$ cat src/rtl/qpsk_sym_sequencer.sv
// qpsk_sym_sequencer: paces a serial PN source and hands (I,Q) dibits to the QPSK modulator
module qpsk_sym_sequencer #(
  parameter int BIT_DIV    = 4,
  parameter int FRAME_SYMS = 8
) (
  input  logic       clk,
  input  logic       rst,
  input  logic       start,
  input  logic       stop,
  input  logic       src_data,
  output logic       src_en,
  output logic       sym_i,
  output logic       sym_q,
  output logic       sym_valid,
  input  logic       sym_ready,
  output logic       busy,
  output logic       frame_done,
  output logic [7:0] sym_cnt
);
  typedef enum logic [2:0] {IDLE, FETCH_I, FETCH_Q, PRESENT, DONE} state_t;
  state_t     r_state, w_nxt;
  logic [7:0] r_tmr, r_cnt;
  logic       r_hold_i, r_stop, r_sym_i, r_sym_q;
  logic       w_cap, w_tmr_last, w_accept, w_last, w_fetch;
  assign w_fetch    = (r_state == FETCH_I) || (r_state == FETCH_Q);
  assign w_cap      = r_tmr == 8'd2;
  assign w_tmr_last = r_tmr == 8'(BIT_DIV - 1);
  assign w_accept   = (r_state == PRESENT) && sym_ready;
  assign w_last     = (r_cnt + 8'd1 == 8'(FRAME_SYMS)) || r_stop || stop;
  assign sym_i      = r_sym_i;
  assign sym_q      = r_sym_q;
  assign sym_cnt    = r_cnt;
  // state register
  always_ff @(posedge clk or negedge rst)
    if (!rst) r_state <= IDLE;
    else      r_state <= w_nxt;
  // next state and decoded outputs; Q fetch ends at capture so the symbol is presented immediately
  always_comb begin
    w_nxt      = r_state;
    src_en     = w_fetch && (r_tmr == 8'd0);
    sym_valid  = r_state == PRESENT;
    busy       = r_state != IDLE;
    frame_done = r_state == DONE;
    case (r_state)
      IDLE:    w_nxt = start ? FETCH_I : IDLE;
      FETCH_I: w_nxt = w_tmr_last ? FETCH_Q : FETCH_I;
      FETCH_Q: w_nxt = w_cap ? PRESENT : FETCH_Q;
      PRESENT: w_nxt = sym_ready ? (w_last ? DONE : FETCH_I) : PRESENT;
      DONE:    w_nxt = IDLE;
      default: w_nxt = IDLE;
    endcase
  end
  // bit timer restarts on every state change so each fetch begins with an enable pulse
  always_ff @(posedge clk or negedge rst)
    if (!rst) r_tmr <= '0;
    else      r_tmr <= (w_nxt != r_state || w_tmr_last) ? '0 : r_tmr + 8'd1;
  // capture the paced source bits; sym_q loads straight from the source on the PRESENT entry edge
  always_ff @(posedge clk or negedge rst)
    if (!rst) begin
      r_hold_i <= 1'b0;
      r_sym_i  <= 1'b0;
      r_sym_q  <= 1'b0;
    end else begin
      if (r_state == FETCH_I && w_cap) r_hold_i <= src_data;
      if (r_state == FETCH_Q && w_cap) {r_sym_i, r_sym_q} <= {r_hold_i, src_data};
    end
  // accepted-symbol count, valid through DONE, cleared once back in IDLE
  always_ff @(posedge clk or negedge rst)
    if (!rst) r_cnt <= '0;
    else      r_cnt <= (r_state == IDLE || r_state == DONE) ? '0 : w_accept ? r_cnt + 8'd1 : r_cnt;
  // early-stop request held until the frame closes
  always_ff @(posedge clk or negedge rst)
    if (!rst) r_stop <= 1'b0;
    else      r_stop <= (r_state == IDLE) ? 1'b0 : (r_stop | stop);
endmodule

$ cat config.mk
export PLATFORM = sky130hd
export DESIGN_NAME = qpsk_sym_sequencer
export DESIGN_NICKNAME = d
export VERILOG_FILES = /design/src/rtl/qpsk_sym_sequencer.sv
export SDC_FILE = /design/constraint.sdc
export NUM_CORES = 1
export LEC_CHECK = 0
export CORE_ASPECT_RATIO = 0.9
export CORE_MARGIN = 2
export CORE_UTILIZATION = 45
export CTS_CLUSTER_DIAMETER = 30
export DETAILED_ROUTE_END_ITERATION = 8
export PLACE_DENSITY = 0.81
export SLEW_MARGIN = 20
export SYNTH_ARGS = -nofsm -noshare
export SYNTH_HDL_FRONTEND = slang
export SYNTH_SLANG_ARGS = --single-unit
$ cat constraint.sdc
create_clock -name clk -period 1.7 [get_ports clk]
set_clock_uncertainty 0.15 [all_clocks]
set_input_delay 0.51 -clock clk [delete_from_list [all_inputs] [get_ports clk]]
set_output_delay 0.51 -clock clk [all_outputs]
set_load 0.01 [all_outputs]
Word level (Yosys, flattened, before mapping) --
Index checks and enable logic that the tools add are counted.
Storage, ports and cells: bits in registers 23, output and inout port bits 14
Cells by class: add/sub/neg operators 2, equal/unequal tests 8, mux-type cells 10, bitwise logic cells 1, reduce and logical (&&, ||, !) cells 13
Operator list (number):
- 2-to-1 mux 8 bit | 3
- adder 8 x 1 -> 8 bit (second input constant) | 2
- equality test 8 x 2 -> 1 bit (second input constant) | 2
- one-hot mux 3 bit (4 select lines) | 1
- equality test 8 x 4 -> 1 bit (second input constant) | 1
- zero test 8 bit | 1
- equality test 3 x 2 -> 1 bit (second input constant) | 2
- 2-to-1 mux 3 bit | 2
- logical OR 1 bit | 5
- logical AND 1 bit | 4
- equality test 3 x 1 -> 1 bit (second input constant) | 1
- equality test 3 bit (second input constant) | 1
- zero test 3 bit | 1
- 2-to-1 mux 1 bit | 3
- != test 3 bit | 1
- nonzero test 3 bit | 1
- 2-to-1 mux 2 bit | 1
- nonzero test 2 bit | 1
- OR 1 bit | 1

Logic depth before layout (Yosys ltp) --
Gate-level depths: netlist of run 1.
depth after elaboration 10, mapped depth 6, gate-level depth less buffers 6

Worst setup path after synthesis of run 1 --
OpenSTA, ideal clock, no wires.
kind register to register, from register r_cnt[0] (netlist: sym_cnt[0]), to register r_tmr[5], setup time 0.092 ns, arrival 1.636 ns, data required time 1.458 ns, slack -0.178 ns, cell stages (with the launch flop) 6, buffers on the path 0, period minus slack after synthesis 1.878 ns, cells stage by stage dfrtp_1 > and4_4 > a211o_1 > a211oi_2 > o211ai_4 > o31ai_2
On the way: cells in the longest elaborated chain, start to end 10
Ends and longest elaborated chain:
- from (decl) | RTL line 22 | logic [7:0] r_tmr, r_cnt;
- from (signal assigned) | RTL line 70 | else r_cnt <= (r_state == IDLE || r_state == DONE) ? '0 : w_accept ? r_cnt + 8'd1 : r_cnt;
- adder 8 x 1 -> 8 bit | RTL line 29 | assign w_last = (r_cnt + 8'd1 == 8'(FRAME_SYMS)) || r_stop || stop;
- equality test 8 x 4 -> 1 bit | RTL line 29
- logical OR 1 bit (2 in series) | RTL line 29
- 2-to-1 mux 3 bit (2 in series) | RTL line 48 | PRESENT: w_nxt = sym_ready ? (w_last ? DONE : FETCH_I) : PRESENT;
- one-hot mux 3 bit (4 select lines) | RTL line 44 | case (r_state)
- named net w_nxt[0] | RTL line 21 | state_t r_state, w_nxt;
- != test 3 bit | RTL line 56 | else r_tmr <= (w_nxt != r_state || w_tmr_last) ? '0 : r_tmr + 8'd1;
- logical OR 1 bit | RTL line 56
- 2-to-1 mux 8 bit | RTL line 56
- to (signal assigned) | RTL line 56
- to (decl) | RTL line 22
The timed path passes the listed nets, and every way through them passes these cells. A chain may end at the register's enable or synchronous reset.

Final worst setup path of run 1 --
from register r_tmr[5], to output port src_en
On the way: cells in the longest elaborated chain, start to end 2
Ends and longest elaborated chain:
- zero test 8 bit | RTL line 40 | src_en = w_fetch && (r_tmr == 8'd0);
- logical AND 1 bit | RTL line 40
- to (decl) | RTL line 11 | output logic src_en,
Every way passes these cells.

==> impl_metrics.csv, run 1 <==
group,metric,value,unit
timing,finalMaxSlewViolations,0,
yosys,synth_fa_ha_area_frac,0.0431,
status,outcome,"finished with violations",
clock_network,htreeDepth,1,
pwr,powerDensity,1240,mW/mm^2
setup_path,path_class,"register to primary output",
clock_network,clockBufferDepth,2,
yosys,netlist_instances,157,
clock_network,cts_tree,"done",
global_routing,grt_pass1_vias,1598,
timing,slew_headroom,0.540,
setup_path,crit_required,1.04,ns
yosys,synth_seq_cells,23,
pwr,vdd_drop_max,0.681,mV
placement,placed_cells,254,
yosys,ys_seq_area_frac,0.397,
yosys,async_flop_share,1.00,
timing,setup_viol,20,
die,die_x,63.8,um
drt,routed_wl,5.86,mm
timing,fmax,456,MHz
clock_network,clock-sinks,23,
drt,routedWlPerCell,20.7,um
setup_path,start_kind,"register",
yosys,netlist_area,0.00145,mm^2
yosys,synth_warnings,0,
placement,port-buffer-count,19,
layout,nNetsFinal,253,
drt,antenna_left,0,
layout,stdcell_count,283,
status,violations,"negative setup slack",
layout,fill_cells,164,
placement,placed_area,0.00201,mm^2
placement,place.gp.congestion,0.894,
yosys,synth_top_cell_by_area,"dfrtp_1",
layout,design_area,0.00247,mm^2
yosys,synth_edf_count,0,
layout,drive_gt1_frac,0.502,
layout,post-route-util,0.804,
die,dieArea,0.00369,mm^2
clock_network,clk_latency,0.34,ns
clock_network,cts_buffers,3,
yosys,synth_top_area_share,0.397,
yosys,synth_xor_area_frac,0.0604,
global_routing,grt_pass1_wl,7.91,mm
setup_path,worst_setup_path_end_kind,"primary output",
die,fp-row-count,19,
drt,dr_total_vias,1739,
die,fp.dieH,57.9,um
die,io_pins,20,
clock_network,ctsRootBufferMaster,"clkbuf_4",
yosys,muxShareOfSynthArea,0.0233,
pwr,leakage,0.00109,uW
timing,worstMarginPinSlew,0.690,ns
layout,syn_to_final_growth,70.1,%
timing,fin_ws,-0.493,ns
timing,fin_crit_sh,1.29,
setup_path,cp.arrival,1.53,ns
die,start_util,0.473,
yosys,synth_top_family_by_area,"simple AND/OR/NAND/NOR gates",
global_routing,grt_max_degree,24,
yosys,synth_simple_gate_area_share,0.260,
global_routing,grt_antenna_before_repair,0,
pwr,totalPowerFinal,3050,uW
drt,drtPass1Iterations,5,
yosys,synth_area_leaders,"dfrtp_1, o21ai_0, xnor2_1",
clock_network,postCtsHoldBufs,0,
global_routing,overflow,0,
drt,avgViaCountPerCell,6.14,
yosys,synth_top_flop_cell,"dfrtp_1",
placement,dp.final_hpwl,2.91,mm
drt,drc_errors,0,
yosys,syn_nets,168,
timing,hold_viol,0,
min_path,hold_path_class,"input port to async pin",
setup_path,critical_path.max_fanout,2,
yosys,syn_avg_cell_area,9.24,um^2
drt,drt_iter0_markers,149,
timing,min_period,2.19,ns
global_routing,gr-usage-all-layers,0.282,
die,core_area,0.00307,mm^2
clock_network,clk_pin_slew,0.14,ns
yosys,synth_compound_area_frac,0.190,
layout,n_antenna_cell,0,
flow_run,cap_violations,0,
yosys,synthDistinctLibCells,37,
timing,rsz0062_at_grt,"true",
## timing repair
| action | CTS | global route |
|---|---|---|
| buffers inserted | 15 | 16 |
| resized for setup | 80 | 41 |
| pin swaps | 21 | 18 |
| endpoints found under the hold margin | 0 | 0 |
| setup endpoints to repair | 28 | 34 |
| gates cloned | 1 | 0 |
## worst max-delay path, cell delays in order (launching register included)
cell and delay, ns:
dfrtp_1 0.43, nor4_4 0.30, and2_4 0.18, and4_1 0.16
buf_2 0.12
## per-layer routing
metal | vias up | track usage | share of wire
li1 | 737 | - | -
met1 | 818 | 0.355 | 0.36
met2 | 137 | 0.491 | 0.49
met3 | 47 | 0.0369 | 0.080
met4 | 0 | 0.118 | 0.070
met5 | - | 0 | 0
## power by group
group	internal, uW	leakage (uW)	switching (uW)
sequential	665	0.000300	89.6
combinational	981	0.000768	1040
clock	88.7	0.0000177	190
## final cells by class
type	count	area, um^2	share of cell area
Multi-Input combinational cell	125	1040	0.420
Sequential cell	23	579	0.235
Clock buffer	3	22.5	0.00913
Timing Repair Buffer	85	756	0.306
Inverter	4	15.0	0.00609
Clock inverter	1	5.00	0.00203
Tap cell	42	52.6	0.0213
## cells by family after synthesis
logic type,count (synthesis)
and+or+nand+nor,68
AOI/OAI and AO/OA,38
DFF,23
xor gates and xnor gates,10
buffers and inverters,10
adders and majority gates,5
muxes,3
## final timing paths
| kind | from | end | slack [ns] | cells after the start |
|---|---|---|---|---|
| setup / recovery | r_tmr[5] | src_en | -0.49 | 4 |
| hold / removal | rst | sym_cnt[2] | 0.36 | 2 |
| setup reg to reg | r_state[1] | r_tmr[7] | -0.37 | 7 |
| hold reg to reg | sym_q | sym_q | 0.39 | 1 |
| max in group asynchronous | rst | sym_cnt[0] | 0.79 | 2 |
| min in group clk | sym_q | sym_q | 0.39 | 1 |
## cells in the final DEF, fill, tap and decap left out, drive strengths merged, types with 3 or more instances in the layout
cell,netlist,layout
a21oi,6,6
nand3,12,12
nand2b,7,7
nand4,3,3
dfrtp,23,23
buf,2,74
and4,3,3
o31ai,6,6
nor3,3,3
inv,4,4
o21ai,17,17
nand2,15,15
mux2,3,3
clkdlybuf4s50,0,5
xnor2,8,8
clkdlybuf4s15,0,5
ha,5,5
nor2,11,11
and3,3,3
nor2b,3,3
clkbuf,4,3
## flip-flops by register name (all words and copies together) (netlist names)
register	cells
sym_q	1
r_hold_i	1
r_state	3
r_tmr	8
sym_cnt	8
sym_i	1
r_stop	1
## synthesized netlist by cell type, types with 2 or more instances
library cell / count
xnor2_1: 8
o31ai_2: 3
o21ai_0: 17
and3_1: 3
inv_1: 4
nand2_1: 15
nand3_1: 11
dfrtp_1: 23
nand4_1: 3
a21oi_1: 6
clkbuf_1: 4
and4_1: 2
and2_1: 2
ha_1: 5
o31ai_1: 3
nor3_1: 3
nand2b_1: 7
nor2b_1: 3
xor2_1: 2
mux2_2: 3
nand3b_1: 2
nor2_1: 11
nor3b_1: 2
o2bb2ai_1: 2
## through the flow
stage               setup TNS, ns  hold slack (ns)  setup slack (ns)
finish                      -4.71            0.358            -0.493
global route                -5.63            0.383            -0.572
CTS                         -3.66            0.375            -0.519
detailed placement          -7.87            0.346            -0.534
global placement            -6.64            0.334            -0.509
floorplan                  -0.735           0.0644            -0.118
No activity file was read; power rests on OpenSTA's default activity.
==> inputs of run 2 (changes only) <==
--- a/config.mk
+++ b/config.mk
@@ -11,7 +11,6 @@
 export CTS_CLUSTER_DIAMETER = 30
 export DETAILED_ROUTE_END_ITERATION = 8
 export PLACE_DENSITY = 0.81
-export SLEW_MARGIN = 20
 export SYNTH_ARGS = -nofsm -noshare
 export SYNTH_HDL_FRONTEND = slang
 export SYNTH_SLANG_ARGS = --single-unit
==> results of run 2 <==
Same layout as run 1: the final DEF is identical, and so are final timing and power.
==> inputs of run 3 (changes only) <==
--- a/config.mk
+++ b/config.mk
@@ -10,7 +10,8 @@
 export CORE_UTILIZATION = 45
 export CTS_CLUSTER_DIAMETER = 30
 export DETAILED_ROUTE_END_ITERATION = 8
-export PLACE_DENSITY = 0.81
+export PLACE_DENSITY = 0.79
+export SETUP_SLACK_MARGIN = 0.3
 export SYNTH_ARGS = -nofsm -noshare
 export SYNTH_HDL_FRONTEND = slang
 export SYNTH_SLANG_ARGS = --single-unit
==> constraint.sdc (replaced) <==
create_clock -name clk -period 2.8 [get_ports clk]
set_clock_uncertainty 0.15 [all_clocks]
set_input_delay 0.84 -clock clk [delete_from_list [all_inputs] [get_ports clk]]
set_output_delay 0.84 -clock clk [all_outputs]
set_load 0.01 [all_outputs]
==> run 3 against run 2 <==
The run now ends clean. First-iteration DRC count shrank 37%. Clock-buffer cell count is the same. Register-to-register slack gained 1.0 ns. Cell count shrank 18%. Clock power shrank 46%. Critical path type unchanged.
==> impl_metrics.csv, run 3 (same netlist as run 1, synthesis figures left out) <==
group,metric,value,unit
status,outcome,"finished clean",
global_routing,gr-usage-all-layers,0.182,
layout,syn_to_final_growth,24.8,%
global_routing,grt_max_degree,24,
setup_path,path_cells,"nor4_4 > and2_4 > and4_1 > buf_2",
clock_network,clock-sinks,23,
layout,final_common_cell,"dfrtp_1",
drt,antenna_left,0,
global_routing,grt_pass1_vias,1196,
timing,hold_viol,0,
pwr,vdd_drop_max,0.341,mV
timing,worstMarginPinSlew,0.595,ns
clock_network,cts_tree,"done",
setup_path,critical_path.max_fanout,2,
timing,fmax,398,MHz
global_routing,overflow,0,
layout,nNetsFinal,201,
clock_network,clockBufferDepth,2,
setup_path,path_class,"register to primary output",
layout,fill_cells,255,
timing,finalMaxSlewViolations,0,
setup_path,cp.arrival,1.52,ns
pwr,p_int,735,uW
layout,design_area,0.00181,mm^2
die,dieArea,0.00369,mm^2
setup_path,start_kind,"register",
placement,placed_area,0.00172,mm^2
pwr,power.share.switching,0.416,
flow_run,cap_violations,0,
pwr,powerDensity,695,mW/mm^2
drt,drc_errors,0,
layout,post-route-util,0.590,
drt,dr_total_vias,1285,
min_path,hold_path_class,"register to register",
timing,rsz0062_at_grt,"true",
clock_network,cts_buffers,3,
global_routing,grt_pass1_wl,5.35,mm
placement,dp.final_hpwl,2.23,mm
die,start_util,0.473,
die,fp-row-count,19,
setup_path,worst_setup_path_end_kind,"primary output",
timing,setup_viol,0,
setup_path,max_stage_delay,0.43,ns
die,core_area,0.00307,mm^2
pwr,leakage,0.000746,uW
layout,n_antenna_cell,0,
setup_path,cp_slowest_cell,"dfrtp_1",
drt,avgViaCountPerCell,5.56,
pwr,share_comb_of_total_power,0.500,
pwr,pwr-share-seq,0.381,
setup_path,critPathBufInv,1,
die,fp.dieH,57.9,um
placement,port-buffer-count,19,
timing,fin_tns_setup,0,ns
clock_network,htreeDepth,1,
placement,place.gp.congestion,0.806,
clock_network,clk_pin_slew,0.12,ns
clock_network,ctsRootBufferMaster,"clkbuf_4",
drt,routedWlPerCell,13.9,um
global_routing,grt_antenna_before_repair,0,
clock_network,clk_latency,0.31,ns
timing,fin_crit_sh,0.898,
timing,slew_headroom,0.603,
layout,drive_gt1_frac,0.206,
setup_path,crit_required,1.81,ns
drt,drt_iter0_markers,94,
drt,drtPass1Iterations,4,
die,io_pins,20,
timing,min_period,2.51,ns
layout,layout_common_cells,"dfrtp_1, o21ai_0, nand2_1, clkdlybuf4s50_1, buf_4",
setup_path,critPathTopFamily,"simple AND/OR/NAND/NOR gates",
pwr,power.switching,523,uW
drt,routed_wl,3.22,mm
pwr,power.share.clock,0.119,
die,die_x,63.8,um
## run 3: changes by cell type in the layout (fill, tap and decap cells not counted), sizes merged
| cell | delta |
|---|---|
| o211ai | -1 |
| dlygate4sd2 | +2 |
| clkdlybuf4s50 | +10 |
| buf | -58 |
| clkdlybuf4s15 | -5 |
## run 3: what timing repair did
item / 4_1_cts / 5_1_grt
pin swaps: 1 / 2
setup buffers: 6 / 2
endpoints found under the setup margin: 4 / 2
hold buffers: 0 / 0
resized for setup: 11 / 2
## run 3: per-layer routing
| metal | vias up | global-route usage | wire length, um |
|---|---|---|---|
| met4 | 0 | 0.0621 | 21 |
| met5 | - | 0 | 0 |
| met3 | 2 | 0.0194 | 175 |
| li1 | 625 | - | - |
| met1 | 612 | 0.267 | 1530 |
| met2 | 46 | 0.283 | 1490 |
## run 3: path summary, 6_finish.rpt
kind,start,to,slack (ns),depth (start not counted)
worst max-delay path,r_tmr[5],src_en,0.29,4
worst min-delay path,r_hold_i,r_hold_i,0.37,1
worst max register to register,r_tmr[5],r_tmr[3],0.66,7
worst min register to register,r_hold_i,r_hold_i,0.37,1
max in group asynchronous,rst,sym_cnt[4],1.53,2
min in group asynchronous,rst,r_tmr[7],0.72,2
## run 3: power groups by stage
stage / Sequential, uW / Clock (uW) / Combinational (uW)
CTS: 476 / 157 / 626
global route: 486 / 172 / 685
detailed placement: 491 / 0 / 613
global placement: 484 / 0 / 597
finish: 479 / 150 / 629
floorplan: 473 / 0 / 376
## run 3: final cells by class
class	count	area, um^2	area share
multi-input cells	124	841	0.464
flip-flops and latches	23	581	0.321
repair buffers	34	294	0.162
well taps	42	52.6	0.0290
clock buffers	3	22.5	0.0124
inverters	4	15.0	0.00829
clock inverters	1	5.00	0.00276
## run 3: metrics by stage
stage / hold slack (ns) / instances / power [uW] / setup WS, ns
after floorplan: 0.324 / 157 / 849 / 0.647
after global placement: 0.334 / 219 / 1080 / 0.173
after detailed placement: 0.345 / 219 / 1100 / 0.151
after CTS: 0.374 / 229 / 1260 / 0.242
after global routing: 0.397 / 231 / 1340 / 0.213
final: 0.368 / 231 / 1260 / 0.287
